**src/rtl/serdes_channel_err_inj.sv**
```systemverilog
`default_nettype none
// ============================================================================
// Module      : serdes_channel_err_inj
// Description : 66b serdes loopback channel model with LFSR-driven header/data
//               error injection, header burst mode and saturating counters.
// Revision    : 1.0 - initial release
// ============================================================================
module serdes_channel_err_inj #(
    parameter int          DATA_WIDTH     = 64,
    parameter int          HDR_WIDTH      = 2,
    parameter logic [31:0] LFSR_SEED_HDR  = 32'hACE1_2468,
    parameter logic [31:0] LFSR_SEED_DATA = 32'h1357_BDF1
) (
    input  logic                  clk,
    input  logic                  rst,
    input  logic [DATA_WIDTH-1:0] serdes_tx_data,
    input  logic [HDR_WIDTH-1:0]  serdes_tx_hdr,
    output logic [DATA_WIDTH-1:0] serdes_rx_data,
    output logic [HDR_WIDTH-1:0]  serdes_rx_hdr,
    input  logic                  cfg_enable,
    input  logic [31:0]           cfg_hdr_threshold,
    input  logic [31:0]           cfg_data_threshold,
    input  logic [7:0]            cfg_burst_len,
    input  logic                  cnt_clear,
    output logic [31:0]           blk_count,
    output logic [31:0]           hdr_err_count,
    output logic [31:0]           data_err_count,
    output logic                  burst_active
);

    // Right-shifting Galois form of x^32 + x^22 + x^2 + x + 1
    localparam logic [31:0] c_LFSR_TAPS = 32'h8020_0003;
    localparam logic [31:0] c_CNT_MAX   = 32'hFFFF_FFFF;

    localparam logic [0:0] c_ST_IDLE  = 1'b0;
    localparam logic [0:0] c_ST_BURST = 1'b1;

    logic [31:0]           r_hdr_lfsr;
    logic [31:0]           r_data_lfsr;
    logic [0:0]            r_state;
    logic [7:0]            r_remaining;
    logic [DATA_WIDTH-1:0] r_rx_data;
    logic [HDR_WIDTH-1:0]  r_rx_hdr;
    logic [31:0]           r_blk_count;
    logic [31:0]           r_hdr_err_count;
    logic [31:0]           r_data_err_count;

    logic [31:0]           w_hdr_lfsr_next;
    logic [31:0]           w_data_lfsr_next;
    logic                  w_hdr_evt;
    logic                  w_data_evt;
    logic                  w_hdr_corrupt;
    logic [0:0]            w_state_next;
    logic [7:0]            w_remaining_next;
    logic [DATA_WIDTH-1:0] w_flip_mask;

    assign w_hdr_lfsr_next  = {1'b0, r_hdr_lfsr[31:1]}  ^ (r_hdr_lfsr[0]  ? c_LFSR_TAPS : 32'h0);
    assign w_data_lfsr_next = {1'b0, r_data_lfsr[31:1]} ^ (r_data_lfsr[0] ? c_LFSR_TAPS : 32'h0);

    assign w_hdr_evt   = cfg_enable & (r_hdr_lfsr  < cfg_hdr_threshold);
    assign w_data_evt  = cfg_enable & (r_data_lfsr < cfg_data_threshold);
    assign w_flip_mask = {{(DATA_WIDTH-1){1'b0}}, 1'b1} << r_data_lfsr[5:0];

    // Burst length counts the triggering block, so BURST covers len-1 more blocks
    always_comb begin
        w_state_next     = r_state;
        w_remaining_next = r_remaining;
        w_hdr_corrupt    = 1'b0;
        if (!cfg_enable) begin
            w_state_next     = c_ST_IDLE;
            w_remaining_next = 8'd0;
        end else begin
            case (r_state)
                c_ST_IDLE: begin
                    if (w_hdr_evt) begin
                        w_hdr_corrupt = 1'b1;
                        if (cfg_burst_len > 8'd1) begin
                            w_state_next     = c_ST_BURST;
                            w_remaining_next = cfg_burst_len - 8'd1;
                        end
                    end
                end
                c_ST_BURST: begin
                    w_hdr_corrupt = 1'b1;
                    if (r_remaining <= 8'd1) begin
                        w_state_next     = c_ST_IDLE;
                        w_remaining_next = 8'd0;
                    end else begin
                        w_remaining_next = r_remaining - 8'd1;
                    end
                end
                default: begin
                    w_state_next     = c_ST_IDLE;
                    w_remaining_next = 8'd0;
                end
            endcase
        end
    end

    always_ff @(posedge clk) begin
        if (rst) begin
            r_hdr_lfsr  <= LFSR_SEED_HDR;
            r_data_lfsr <= LFSR_SEED_DATA;
            r_state     <= c_ST_IDLE;
            r_remaining <= 8'd0;
            r_rx_data   <= '0;
            r_rx_hdr    <= '0;
        end else begin
            r_hdr_lfsr  <= w_hdr_lfsr_next;
            r_data_lfsr <= w_data_lfsr_next;
            r_state     <= w_state_next;
            r_remaining <= w_remaining_next;
            r_rx_data   <= serdes_tx_data ^ (w_data_evt ? w_flip_mask : '0);
            r_rx_hdr    <= serdes_tx_hdr ^ (w_hdr_corrupt ? HDR_WIDTH'(1) : '0);
        end
    end

    // Counters saturate rather than wrap so long soak runs stay meaningful
    always_ff @(posedge clk) begin
        if (rst || cnt_clear) begin
            r_blk_count      <= 32'd0;
            r_hdr_err_count  <= 32'd0;
            r_data_err_count <= 32'd0;
        end else begin
            if (r_blk_count != c_CNT_MAX) begin
                r_blk_count <= r_blk_count + 32'd1;
            end
            if (w_hdr_corrupt && (r_hdr_err_count != c_CNT_MAX)) begin
                r_hdr_err_count <= r_hdr_err_count + 32'd1;
            end
            if (w_data_evt && (r_data_err_count != c_CNT_MAX)) begin
                r_data_err_count <= r_data_err_count + 32'd1;
            end
        end
    end

    assign serdes_rx_data = r_rx_data;
    assign serdes_rx_hdr  = r_rx_hdr;
    assign blk_count      = r_blk_count;
    assign hdr_err_count  = r_hdr_err_count;
    assign data_err_count = r_data_err_count;
    assign burst_active   = (r_state == c_ST_BURST);

endmodule
`default_nettype wire

```
**config.mk**
```make
export PLATFORM = sky130hd
export DESIGN_NAME = serdes_channel_err_inj
export DESIGN_NICKNAME = d
export VERILOG_FILES = /design/src/rtl/serdes_channel_err_inj.sv
export SDC_FILE = /design/constraint.sdc
export NUM_CORES = 1
export LEC_CHECK = 0
export CAP_MARGIN = 40
export CORE_MARGIN = 3
export CORE_UTILIZATION = 37
export DETAILED_ROUTE_END_ITERATION = 8
export PLACE_DENSITY = 0.66
export SYNTH_ARGS = -nofsm -noshare
export SYNTH_HDL_FRONTEND = slang
export SYNTH_SLANG_ARGS = --single-unit
```
**constraint.sdc**
```tcl
create_clock -name clk -period 2.9 [get_ports clk]
set_input_delay 0.435 -clock clk [delete_from_list [all_inputs] [get_ports clk]]
set_output_delay 0.435 -clock clk [all_outputs]
set_load 0.02 [all_outputs]
```
== Word-level counts from Yosys, hierarchy flattened ==
Cells that the tools add are included.

* Div/mod/pow operators: 0
* Muxes and demuxes: 15
* Shifts and indexed selects: 1
* Equality and inequality tests: 5
* Multiply operators: 0
* Reduce and logical (&&, ||, !) cells: 5
* $add $sub $neg: 5
* $lt $le $gt $ge: 4
* Bitwise logic cells: 8

{| class="wikitable"
|+ Operator list
! cell !! count
|-
| adder 32 x 1 -> 32 bit (second input constant) || 3
|-
| inequality test 32 bit (second input constant) || 3
|-
| less-than comparator 32 bit || 2
|-
| 2-to-1 mux 32 bit || 2
|-
| 2-to-1 mux 64 bit || 1
|-
| << shifter 1 x 6 -> 64 bit (first input constant) || 1
|-
| XOR 31 x 32 -> 32 bit || 2
|-
| XOR 64 bit || 1
|-
| 2-to-1 mux 8 bit || 3
|-
| one-hot mux 8 bit (2 select lines) || 1
|-
| subtractor 8 x 1 -> 8 bit (second input constant) || 2
|-
| greater-than comparator 8 x 1 -> 1 bit (second input constant) || 1
|-
| less-or-equal comparator 8 x 1 -> 1 bit (second input constant) || 1
|-
| 2-to-1 mux 1 bit || 6
|-
| inequality test 2 bit (second input constant) || 2
|-
| one-hot mux 1 bit (2 select lines) || 2
|-
| AND 1 bit || 2
|-
| logical AND 1 bit || 2
|-
| NOT 1 bit || 2
|-
| AND reduction 2 bit || 1
|-
| OR reduction 2 bit || 1
|-
| XOR 2 x 1 -> 2 bit || 1
|-
| logical OR 1 bit || 1
|}

* Latch bits: 0
* Logic and storage cells: 52
* Bits in writable memories: 0
* Input bits: 142
* Output and inout port bits: 163
* Bits in registers: 235
* Memories kept: 0
* Memory bits (read-only): 0

== Logic depth before layout (Yosys ltp) ==
Gate-level depths: netlist of run 1.

* Depth after elaboration: 7
* Gate-level depth with buffers: 12
* Mapped depth without buffers: 9

== Worst setup path after synthesis of run 1 ==
No wires, ideal clock.

* Kind: input -> register
* Start point: input port cfg_data_threshold[30]
* End point: register r_data_err_count[14], in the netlist data_err_count[14]
* Arrival time: 2993 ps
* Setup slack: -163 ps
* Setup time: 70 ps
* Path buffers: 2
* Cell stages on the path: 11
* Path through: inv_1 > ha_1 > a21oi_1 > nand2_1 > a211o_1 > or3_1 > buf_1 > or4_1 > buf_2 > or4_1 > a21oi_1

* Word-level cells in the longest chain between the ends: 3

{| class="wikitable"
|+ Ends and longest elaborated chain
! what !! line !! RTL
|-
| start, declared || 22 || <nowiki>input logic [31:0] cfg_data_threshold,</nowiki>
|-
| less-than comparator 32 bit || 61 || <nowiki>assign w_data_evt = cfg_enable & (r_data_lfsr < cfg_data_threshold);</nowiki>
|-
| AND 1 bit || 61 ||
|-
| logical AND 1 bit || 131 || <nowiki>if (w_data_evt && (r_data_err_count != c_CNT_MAX)) begin</nowiki>
|-
| end signal, assigned || 132 || <nowiki>r_data_err_count <= r_data_err_count + 32'd1;</nowiki>
|-
| end, declared || 46 || <nowiki>logic [31:0] r_data_err_count;</nowiki>
|}

No other way between the ends.
A chain may end at the register's enable or synchronous reset.

== Final worst setup path of run 1 ==
* Start point: input port cfg_data_threshold[31]
* End point: register r_rx_data[39], in the netlist serdes_rx_data[39]

* Word-level cells in the longest chain between the ends: 4

{| class="wikitable"
|+ Ends and longest elaborated chain
! what !! line !! RTL
|-
| less-than comparator 32 bit || 61 ||
|-
| AND 1 bit || 61 ||
|-
| 2-to-1 mux 64 bit || 113 || <nowiki>r_rx_data <= serdes_tx_data ^ (w_data_evt ? w_flip_mask : '0);</nowiki>
|-
| XOR 64 bit || 113 ||
|-
| end signal, assigned || 113 ||
|-
| end, declared || 42 || <nowiki>logic [DATA_WIDTH-1:0] r_rx_data;</nowiki>
|}

No other way between the ends.

==> metrics.md, run 1 <==
| Metric | Value |
|---|---|
| Reg2reg end | serdes_rx_data[39]$_SDFF_PP0_ |
| Post-detail-place hpwl | 26000 µm |
| Vias | 11066 |
| Placed Area | 0.0156 mm² |
| H-Tree Depth | 1 |
| Initial Util | 37.7% |
| Final Instance Count excl. Fillers | 2126 |
| Area growth syn-to-layout | 46.8% |
| Post-Syn Area per Cell | 8.51 µm² |
| Final instance area | 0.0170 mm² |
| Gp weighted congestion | 0.806 |
| Power per Cell Area | 485 mW/mm² |
| # IOs | 305 |
| Setup TNS | 0 ns |
| GR Util All Layers | 20.4% |
| Commonest non-fill, non-tap cell in the layout | clkdlybuf4s50_1 |
| Post-synthesis register bit count | 235 |
| Distinct cells, synth | 54 |
| CTS Buf Count | 28 |
| Worst Hold Class | input pin to flop |
| Synthesized cell area | 0.0116 mm² |
| Synth warn | 0 |
| Avg WL per Cell | 17.1 µm |
| Worst setup path startpoint | cfg_data_threshold[31] |
| Port Buf Inserts | 304 |
| First-pass GRT wire length | 56300 µm |
| Worst setup endpoint | serdes_rx_data[39]$_SDFF_PP0_ |
| CP max FO | 11 |
| Core ar. | 0.0307 mm² |
| Placed Cells | 2065 |
| Final Setup Violations | 0 |
| Largest net degree at the start of global routing | 147 |
| Synthesized Nets | 1577 |
| DRC | 0 |
| Hold buffers post-CTS | 0 |
| Most frequent cells in the layout | clkdlybuf4s50_1 (294), dfxtp_1 (233), nor2_1 (129) |
| Clock period minus worst slack | 2.90 ns |
| Worst R2R Setup Slack | 0.05 ns |
| Post-synth EDFFs | 0 |
| TritonCTS clock tree | yes |
| Grt total ovfl | 0 |
| Initial antenna violation count | 6 |
| Vias in the first global route | 10658 |
| Peak supply drop | 0.401 mV |
| Unrepaired setup endpoints after global routing | yes |
| Worst-Margin Slew | 0.932 ns |
| CP endpoint kind | flop |
| Total wire length | 36400 µm |
| CP arrival | 3.35 ns |
| Final clock period utilization by the worst path | 100% |
| P_leak | 6.60 nW |
| Die Ht | 183 µm |
| Status | finished clean |
| Clock root cell | clkbuf_16 |
| Rows | 64 |
| First DRT Iteration DRCs | 475 |
| Worst path cell trace | clkdlybuf4s50_1, inv_2, ha_4, nand4_1, nor2_1, o2bb2ai_2, buf_4, or4_4, or2_4, buf_12, or4_1, a21oi_2 |
| Antenna Cells | 0 |
| Clock Skew | 0.0125 ns |
| CP Launch Type | input pin |
| Clock sinks | 235 |
| Nets | 1923 |
| 1st-pass router iterations | 5 |
| Crit path max-delay cell type | or4_1 |
| Synth Instances | 1362 |
| Crit path kind | input pin to flop |
| Antenna viol nets, final | 0 |
| Final Hold Fails | 0 |
| X dimension of the die | 183 µm |
| FMAX | 345 MHz |
| Sequential fraction of the synthesis area | 40.6% |
| Clock tree buffer depth | 3 |
| Total die area | 0.0335 mm² |
| Slowest stage delay, CP | 0.52 ns |
| Slew HR | 37.9% |
| Worst-Skew Late Latency | 0.54 ns |
| Worst-path clk slew | 0.06 ns |
| Primary FF master, synth | dfxtp_1 |
| WP data required | 3.35 ns |
| Hold_ws | 0.268 ns |
| Max-slew violations | 0 |
| Ys async rst share | 0% |
| Layout cell share with drive strength beyond 1 | 14.5% |
| Reg2Reg Depth | 10 |
| Vias per inst | 5.21 |
| Total of max-cap violations | 0 |
| Worst R2R Start | r_data_lfsr[29]$_SDFF_PP0_ |
==> flip-flops by register name (all words and copies together) (netlist names), 2 cells and up <==
signal and flops:
r_data_lfsr 32, r_remaining 8, r_hdr_lfsr 32, hdr_err_count 32, blk_count 32, serdes_rx_data 64, data_err_count 32, serdes_rx_hdr 2
==> critical path: cells and delay by family <==
family / cells / cell delay [ns]
AO/OA/AOI/OAI: 2 / 0.28
adder cells (fa/ha/maj): 1 / 0.23
buffers and inverters: 4 / 0.83
AND/OR/NAND/NOR: 5 / 1.58
==> worst min path at each step <==
stage / cells after the start / slack [ns] / startpoint / to
floorplan: 1 / 0.42 / r_data_lfsr[11]$_SDFF_PP1_ / r_data_lfsr[10]$_SDFF_PP1_
global placement: 1 / 0.43 / r_data_lfsr[8]$_SDFF_PP1_ / r_data_lfsr[7]$_SDFF_PP1_
detailed placement: 1 / 0.43 / r_data_lfsr[8]$_SDFF_PP1_ / r_data_lfsr[7]$_SDFF_PP1_
CTS: 3 / 0.24 / rst / data_err_count[12]$_SDFFE_PP0P_
global route: 3 / 0.26 / rst / data_err_count[12]$_SDFFE_PP0P_
finish: 3 / 0.27 / rst / data_err_count[12]$_SDFFE_PP0P_
==> cell usage after synthesis (all sizes together) (6+ instances only) <==
cell    count  area (µm²)
nand3      42         210
ha         73         913
nand4      34         213
nor2      130         488
xor2       20         175
a41o        7        70.1
o31ai      29         218
nor4       55         344
and2        6        37.5
a21oi      87         435
o21a        6        45.0
xnor2      65         569
nor2b      34         213
and3       18         113
inv        88         330
dfxtp     235        4700
mux2i      12         120
nor3       26         130
or4        33         248
clkbuf     69         259
nand2      81         304
a31o        9        78.8
and4       16         140
nand2b     29         181
o21ai      31         155
a31oi      10        68.8
or3        28         175
buf         8        32.5
or2        37         231
==> power breakdown <==
| part | internal [mW] | leakage [nW] | switching, mW |
|---|---|---|---|
| clock | 2.24 | 0.479 | 1.37 |
| combinational | 0.616 | 4.19 | 0.610 |
| sequential | 3.36 | 1.93 | 0.0687 |
| total | 6.21 | 6.60 | 2.04 |
==> cell families (layout without fill, tap and decap cells) <==
family / Yosys count / count (layout) / share of synthesized area, %
compound gates: 210 / 210 / 11.4
xor+xnor: 85 / 85 / 6.42
fa+ha+maj: 73 / 73 / 7.88
buf+inv: 165 / 533 / 5.36
flops: 235 / 235 / 40.6
mux: 17 / 17 / 1.52
simple gates: 577 / 577 / 26.8
==> what timing repair did <==
item                                    in CTS  in global routing
pin swaps                                    2                 11
cloned                                       1                  6
setup buffers                                0                  2
resized for setup                           10                 65
endpoints found under the setup margin      24                 86
==> through the flow <==
| step | util, % | total power, mW | setup WS (ns) |
|---|---|---|---|
| 2_1_floorplan | - | 4.07 | 0.00296 |
| 3_3_place_gp | 50.6 | 4.62 | -0.695 |
| 3_5_place_dp | 50.6 | 4.64 | -0.723 |
| 4_1_cts | 54.0 | 8.30 | 0.00346 |
| 5_1_grt | 55.4 | 8.62 | -0.0660 |
| 6_report | 55.4 | 8.26 | 0.00137 |
==> area by class of cell <==
| class | instances | area (µm²) |
|---|---|---|
| multi-input combinational | 962 | 6580 |
| timing repair buffer | 393 | 3950 |
| fill | 2784 | 13700 |
| sequential | 235 | 4710 |
| tap | 396 | 495 |
| inverter | 88 | 330 |
| clock inverter | 10 | 125 |
| clock buffer | 42 | 835 |
==> layer usage <==
layer | wire (µm) | up-vias | part of all wire [%] | global-route usage [%]
met2 | 17200 | 330 | 47 | 34.6
li1 | - | 5485 | - | -
met1 | 15800 | 5191 | 43 | 26.2
met4 | 545 | 12 | 1.5 | 3.96
met5 | 93 | - | 0.26 | 0
met3 | 2720 | 48 | 7.5 | 5.67
Power figures use the tool's default switching activity.
==> run 2, diff against run 1 <==
--- a/config.mk
+++ b/config.mk
@@ -6,10 +6,12 @@
 export NUM_CORES = 1
 export LEC_CHECK = 0
 export CAP_MARGIN = 40
+export CORE_ASPECT_RATIO = 1.2
 export CORE_MARGIN = 3
-export CORE_UTILIZATION = 37
+export CORE_UTILIZATION = 39
 export DETAILED_ROUTE_END_ITERATION = 8
-export PLACE_DENSITY = 0.66
+export GPL_TIMING_DRIVEN = 0
+export PLACE_DENSITY = 0.69
 export SYNTH_ARGS = -nofsm -noshare
 export SYNTH_HDL_FRONTEND = slang
 export SYNTH_SLANG_ARGS = --single-unit
==> run 2 against run 1 <==
Net effect:
- register-to-register slack worse by 0.02 ns
- critical endpoint is now data_err_count[14]$_SDFFE_PP0P_
- clock power is 8.0% lower
- design area is 2.1% lower
- count of clock-buffer cells in the layout is 4 lower
- highest routed layer is now met4
==> metrics.md, run 2 (same netlist as run 1, synthesis figures left out) <==
| Metric | Value |
|---|---|
| Peak supply drop | 0.368 mV (-8.2%) |
| Area growth syn-to-layout | 43.7% |
| DRC | 0 (unchanged) |
| Worst-Skew Late Latency | 0.54 ns (about the same) |
| Worst R2R Start | r_data_lfsr[1]$_SDFF_PP0_ |
| Antenna viol nets, final | 0 (unchanged) |
| Total wire length | 37700 µm (+3.6%) |
| Worst Hold Class | flop to flop |
| Filler instances | 2612 (-6.2%) |
| Vias in the first global route | 11055 (+3.7%) |
| CP endpoint kind | flop |
| H-Tree Depth | 1 (unchanged) |
| Gp weighted congestion | 0.887 (+10%) |
| Clock period minus worst slack | 2.88 ns (-0.0155 ns) |
| Hold Path End | r_data_lfsr[5]$_SDFF_PP1_ |
| Hold path depth | 1 (-2) |
| # IOs | 305 (unchanged) |
| CP arrival | 3.36 ns (about the same) |
| CTS Buf Count | 27 (-3.6%) |
| Total of max-cap violations | 0 (unchanged) |
| Total die area | 0.0319 mm² (-4.9%) |
| Vias per inst | 5.32 (+2.3%) |
| TritonCTS clock tree | yes |
| Hold buffers post-CTS | 0 (unchanged) |
| Die Ht | 195 µm (+6.5%) |
| P_leak | 6.20 nW (-5.9%) |
| Reg2Reg Depth | 8 (-2) |
| Final Setup Violations | 0 (unchanged) |
| Antenna Cells | 0 (unchanged) |
| Largest net degree at the start of global routing | 14 (-90%) |
| Worst-Margin Slew | 0.863 ns (-0.0689 ns) |
| Post-detail-place hpwl | 27900 µm (+7.3%) |
| Clock Skew | 0.0188 ns (+0.00630 ns) |
| Commonest non-fill, non-tap cell in the layout | clkdlybuf4s50_1 |
| Max-slew violations | 0 (unchanged) |
| Core ar. | 0.0290 mm² (-5.6%) |
| Pre-CTS setup slack | -1.09 ns (-0.372 ns) |
| Rows | 68 (+6.3%) |
| Reg2reg end | data_err_count[14]$_SDFFE_PP0P_ |
| Worst R2R Setup Slack | 0.03 ns (-0.02 ns) |
| GR Util All Layers | 22.4% (+2.0 points) |
| Nets | 1920 (-0.16%) |
| First-pass GRT wire length | 58300 µm (+3.5%) |
| Crit path kind | input pin to flop |
| Final clock period utilization by the worst path | 99.4% (-0.53 points) |
| Status | finished clean |
| First DRT Iteration DRCs | 537 (+13%) |
| Final worst slack | 0.0169 ns (+0.0155 ns) |
| Power per Cell Area | 477 mW/mm² (-1.7%) |
| HP Start | r_data_lfsr[6]$_SDFF_PP1_ |
| Clock tree buffer depth | 3 (unchanged) |
| Avg WL per Cell | 17.9 µm (+4.5%) |
| X dimension of the die | 163 µm (-11%) |
| Initial Util | 40.0% (+2.3 points) |
| Layout cell share with drive strength beyond 1 | 12.0% (-2.4 points) |
| CP max FO | 10 (-1) |
| Final Util | 57.4% (+2.1 points) |
| CP Launch Type | input pin |
| Grt total ovfl | 0 (unchanged) |
| Number of flip-flops in the largest register | 64 (unchanged) |
| Clock sinks | 235 (unchanged) |
| FMAX | 347 MHz (+0.54%) |
| Worst-path clk slew | 0.06 ns (about the same) |
| Clock root cell | clkbuf_16 |
| Most frequent cells in the layout | clkdlybuf4s50_1 (299), dfxtp_1 (230), nor2_1 (130) |
| Unrepaired setup endpoints after global routing | yes |
| 1st-pass router iterations | 8 (+3) |
| Final Hold Fails | 0 (unchanged) |
| WP data required | 3.37 ns (+0.02 ns) |
| Port Buf Inserts | 304 (unchanged) |
| Initial antenna violation count | 0 (-6) |
| Slew HR | 42.3% (+4.4 points) |
| Vias | 11224 (+1.4%) |
==> run 2: cell count changes in the layout (fill, tap and decap cells not counted), moves of 5 or more <==
cell             previous run  this run
buf_12                      8         1
buf_4                      74        14
clkbuf_1                    7        54
clkbuf_16                  34        28
clkbuf_2                    0         6
clkdlybuf4s50_1           294       299
dlymetal6s2s_1              9         1
inv_1                      82        87
inv_2                       6         1
nor4_1                     47        36
nor4_2                      7        14
==> run 2: worst max path at each step <==
stage,endpoint,cells past startpoint,startpoint
4_1_cts,data_err_count[14]$_SDFFE_PP0P_,8,r_data_lfsr[0]$_SDFF_PP1_
3_3_place_gp,serdes_rx_data[23]$_SDFF_PP0_,13,cfg_data_threshold[7]
3_5_place_dp,serdes_rx_data[5]$_SDFF_PP0_,14,cfg_data_threshold[7]
2_1_floorplan,data_err_count[14]$_SDFFE_PP0P_,11,cfg_data_threshold[29]
6_report,data_err_count[14]$_SDFFE_PP0P_,11,cfg_data_threshold[23]
5_1_grt,serdes_rx_data[23]$_SDFF_PP0_,12,cfg_data_threshold[28]
==> run 2: power breakdown <==
group,internal [mW],total (mW),switching [mW],leakage (nW)
sequential,3.36,3.43,0.0757,1.93
clock,1.95,3.32,1.38,0.417
combinational,0.566,1.20,0.630,3.86
total,5.87,7.95,2.08,6.20
==> run 2: metal layers <==
layer / track usage [%] / share of wire [%] / up-vias
li1: - / - / 5499
met1: 26.3 / 40 / 5271
met2: 39.7 / 49 / 379
met3: 5.61 / 7.7 / 75
met4: 7.46 / 3.0 / 0
met5: 0 / 0 / -
==> run 2: timing repair <==
action | in CTS | in global routing
pin swaps | 13 | 22
endpoints found under the setup margin | 82 | 116
cloned | 1 | 1
resized for setup | 69 | 72
setup buffers | 4 | 8
==> run 2: cell type report <==
class | instances | area, µm² | share of cell area [%]
multi-input cells | 962 | 6740 | 40.5
flip-flops and latches | 235 | 4710 | 28.3
repair buffers | 320 | 3190 | 19.2
clock buffers | 38 | 777 | 4.66
well taps | 385 | 482 | 2.89
plain buffers | 71 | 342 | 2.05
inverters | 88 | 330 | 1.98
clock inverters | 9 | 85.1 | 0.510
==> run 2: stage by stage <==
stage / power (mW) / instances / hold slack, ns / area [µm²] / setup TNS [ns]
floorplan: 4.07 / 1362 / 0.419 / 11600 / 0
global placement: 4.58 / 2051 / 0.428 / 15100 / -107.67
detailed placement: 4.60 / 2053 / 0.430 / 15200 / -84.00
CTS: 7.94 / 2102 / 0.445 / 16300 / 0
global route: 8.27 / 2108 / 0.455 / 16700 / -0.130
finish: 7.95 / 2108 / 0.440 / 16700 / 0
==> run 2: worst max-delay path: stages <==
cell	delay [ns]
clkdlybuf4s50_1	0.46
inv_1	0.05
ha_1	0.32
a21oi_1	0.15
o21ai_1	0.10
o2bb2ai_2	0.16
or3_4	0.42
or4_4	0.50
buf_6	0.16
or4_1	0.46
a21oi_1	0.13
==> run 3, diff against run 2 <==
--- a/config.mk
+++ b/config.mk
@@ -8,10 +8,12 @@
 export CAP_MARGIN = 40
 export CORE_ASPECT_RATIO = 1.2
 export CORE_MARGIN = 3
-export CORE_UTILIZATION = 39
+export CORE_UTILIZATION = 58
 export DETAILED_ROUTE_END_ITERATION = 8
+export DONT_BUFFER_PORTS = 1
 export GPL_TIMING_DRIVEN = 0
-export PLACE_DENSITY = 0.69
+export HOLD_SLACK_MARGIN = 0.03
+export PLACE_DENSITY = 0.76
 export SYNTH_ARGS = -nofsm -noshare
 export SYNTH_HDL_FRONTEND = slang
 export SYNTH_SLANG_ARGS = --single-unit
==> run 3 against run 2 <==
Net effect:
- sequential cell count did not move
- first-iteration DRC count fell by 8.0%
- worst setup slack better by 0.0066 ns
- utilization grew 11 points
==> metrics.md, run 3 (same netlist as run 1, synthesis figures left out) <==
| Metric | Value |
|---|---|
| Status | finished clean |
| Max-slew violations | 0 (unchanged) |
| Clock tree buffer depth | 3 (unchanged) |
| Initial Util | 59.1% (+19 points) |
| CP endpoint kind | flop |
| Nets | 1610 (-16%) |
| Worst-path clk slew | 0.07 ns (about the same) |
| Unrepaired setup endpoints after global routing | yes |
| Avg WL per Cell | 19.5 µm (+8.9%) |
| Vias in the first global route | 10071 (-8.9%) |
| Vias per inst | 6.13 (+15%) |
| Initial antenna violation count | 0 (unchanged) |
| Final clock period utilization by the worst path | 99.2% (-0.23 points) |
| Worst-Skew Late Latency | 0.52 ns (-0.02 ns) |
| CP arrival | 3.32 ns (-0.04 ns) |
| Worst-Margin Slew | 0.804 ns (-0.0587 ns) |
| DRC | 0 (unchanged) |
| Port Buf Inserts | 0 (-100%) |
| # IOs | 305 (unchanged) |
| Area growth syn-to-layout | 15.6% |
| Total wire length | 32600 µm (-14%) |
| Post-detail-place hpwl | 23600 µm (-15%) |
| Final Setup Violations | 0 (unchanged) |
| Grt total ovfl | 0 (unchanged) |
| Final Hold Fails | 0 (unchanged) |
| X dimension of the die | 135 µm (-17%) |
| Antenna viol nets, final | 0 (unchanged) |
| Total die area | 0.0217 mm² (-32%) |
| TritonCTS clock tree | yes |
| Final worst slack | 0.0235 ns (+0.00661 ns) |
| Clock period minus worst slack | 2.88 ns (-0.00661 ns) |
| P_leak | 5.07 nW (-18%) |
| GR Util All Layers | 28.3% (+5.9 points) |
| HP Start | serdes_tx_data[31] |
| Worst setup path startpoint | r_data_lfsr[30]$_SDFF_PP0_ |
| CTS Buf Count | 25 (-7.4%) |
| Die Ht | 161 µm (-17%) |
| Power per Cell Area | 591 mW/mm² (+24%) |
| First-pass GRT wire length | 50900 µm (-13%) |
| Worst R2R Start | r_data_lfsr[30]$_SDFF_PP0_ |
| Slew HR | 46.4% (+4.1 points) |
| CP Launch Type | flop |
| WP data required | 3.34 ns (-0.03 ns) |
| Largest net degree at the start of global routing | 16 (+2) |
| Peak supply drop | 0.421 mV (+14%) |
| Total of max-cap violations | 0 (unchanged) |
| Pre-CTS setup slack | -0.519 ns (+0.576 ns) |
| Clock sinks | 235 (unchanged) |
| Crit path kind | flop to flop |
| First DRT Iteration DRCs | 494 (-8.0%) |
| Core ar. | 0.0196 mm² (-32%) |
| 1st-pass router iterations | 5 (-3) |
| Commonest non-fill, non-tap cell in the layout | dfxtp_1 |
| Most frequent cells in the layout | dfxtp_1 (227), nor2_1 (129), inv_1 (88) |
| Gp weighted congestion | 0.882 (-0.60%) |
| Antenna Cells | 0 (unchanged) |
| Vias | 10257 (-8.6%) |
| H-Tree Depth | 1 (unchanged) |
| Layout cell share with drive strength beyond 1 | 13.4% (+1.4 points) |
| Setup TNS | 0 ns (unchanged) |
| Number of flip-flops in the largest register | 64 (unchanged) |
| Worst Hold Class | input pin to flop |
| Clock root cell | clkbuf_16 |
| CP max FO | 10 (unchanged) |
| Rows | 56 (-18%) |
| Filler instances | 1548 (-41%) |
| Clock Skew | 0.0255 ns (+0.00665 ns) |
| FMAX | 348 MHz (+0.23%) |
==> run 3: changes by cell type in the layout (fill, tap and decap cells not counted), moves of 6 or more <==
cell             before  now
nor4_2               14    8
o31ai_1              22   16
bufinv_16             1    7
clkdlybuf4s50_1     299    0
nor4_1               36   43
==> run 3: repair_timing <==
item / in CTS / in global routing
hold endpoints to repair: 0 / 1
setup endpoints to repair: 56 / 116
buffers inserted: 1 / 8
resized for setup: 27 / 95
pin swaps: 3 / 21
cloned: 0 / 1
hold buffers: 0 / 1
==> run 3: final cells by class <==
| type | instances | area, µm² | share of cell area [%] |
|---|---|---|---|
| clock buffers | 32 | 702 | 5.23 |
| inverters | 88 | 330 | 2.46 |
| multi-input cells | 963 | 6680 | 49.8 |
| well taps | 261 | 327 | 2.44 |
| clock inverters | 12 | 244 | 1.82 |
| repair buffers | 12 | 92.6 | 0.690 |
| flip-flops and latches | 235 | 4710 | 35.2 |
| plain buffers | 70 | 315 | 2.35 |
==> run 3: critical path: stages, from the launching register on <==
cell     delay [ns]
dfxtp_2        0.33
ha_4           0.24
a21oi_2        0.11
nand2_1        0.07
a211o_1        0.35
or4_4          0.58
or2_4          0.31
buf_8          0.14
or4_4          0.51
a21oi_2        0.15
==> run 3: power breakdown <==
part,switching [mW],internal (mW)
clock network,1.32,2.33
registers,0.156,3.36
logic,0.469,0.296
==> run 3: worst paths after layout <==
check,slack (ns),depth (start not counted),end
setup / recovery,0.02,9,serdes_rx_data[44]$_SDFF_PP0_
hold / removal,0.05,2,serdes_rx_data[31]$_SDFF_PP0_
setup reg to reg,0.02,9,serdes_rx_data[44]$_SDFF_PP0_
hold reg to reg,0.44,1,r_data_lfsr[11]$_SDFF_PP1_
==> run 3: layer usage <==
| metal | share of wire (%) | track usage, % |
|---|---|---|
| met1 | 38 | 32.7 |
| met2 | 49 | 48.5 |
| met4 | 4.0 | 12.2 |
| met5 | 0 | 0 |
| met3 | 9.5 | 8.30 |
==> run 3: through the flow <==
stage	cell area [µm²]	power, mW	hold slack [ns]	std cells	util (%)
final	13400	7.92	0.0520	1673	68.3
after global routing	13400	8.23	0.0325	1673	68.3
after CTS	13000	7.91	0.0335	1669	66.3
after detailed placement	12000	4.27	0.435	1625	61.0
after global placement	11900	4.25	0.429	1623	60.9
after floorplan	11600	4.07	0.419	1362	-
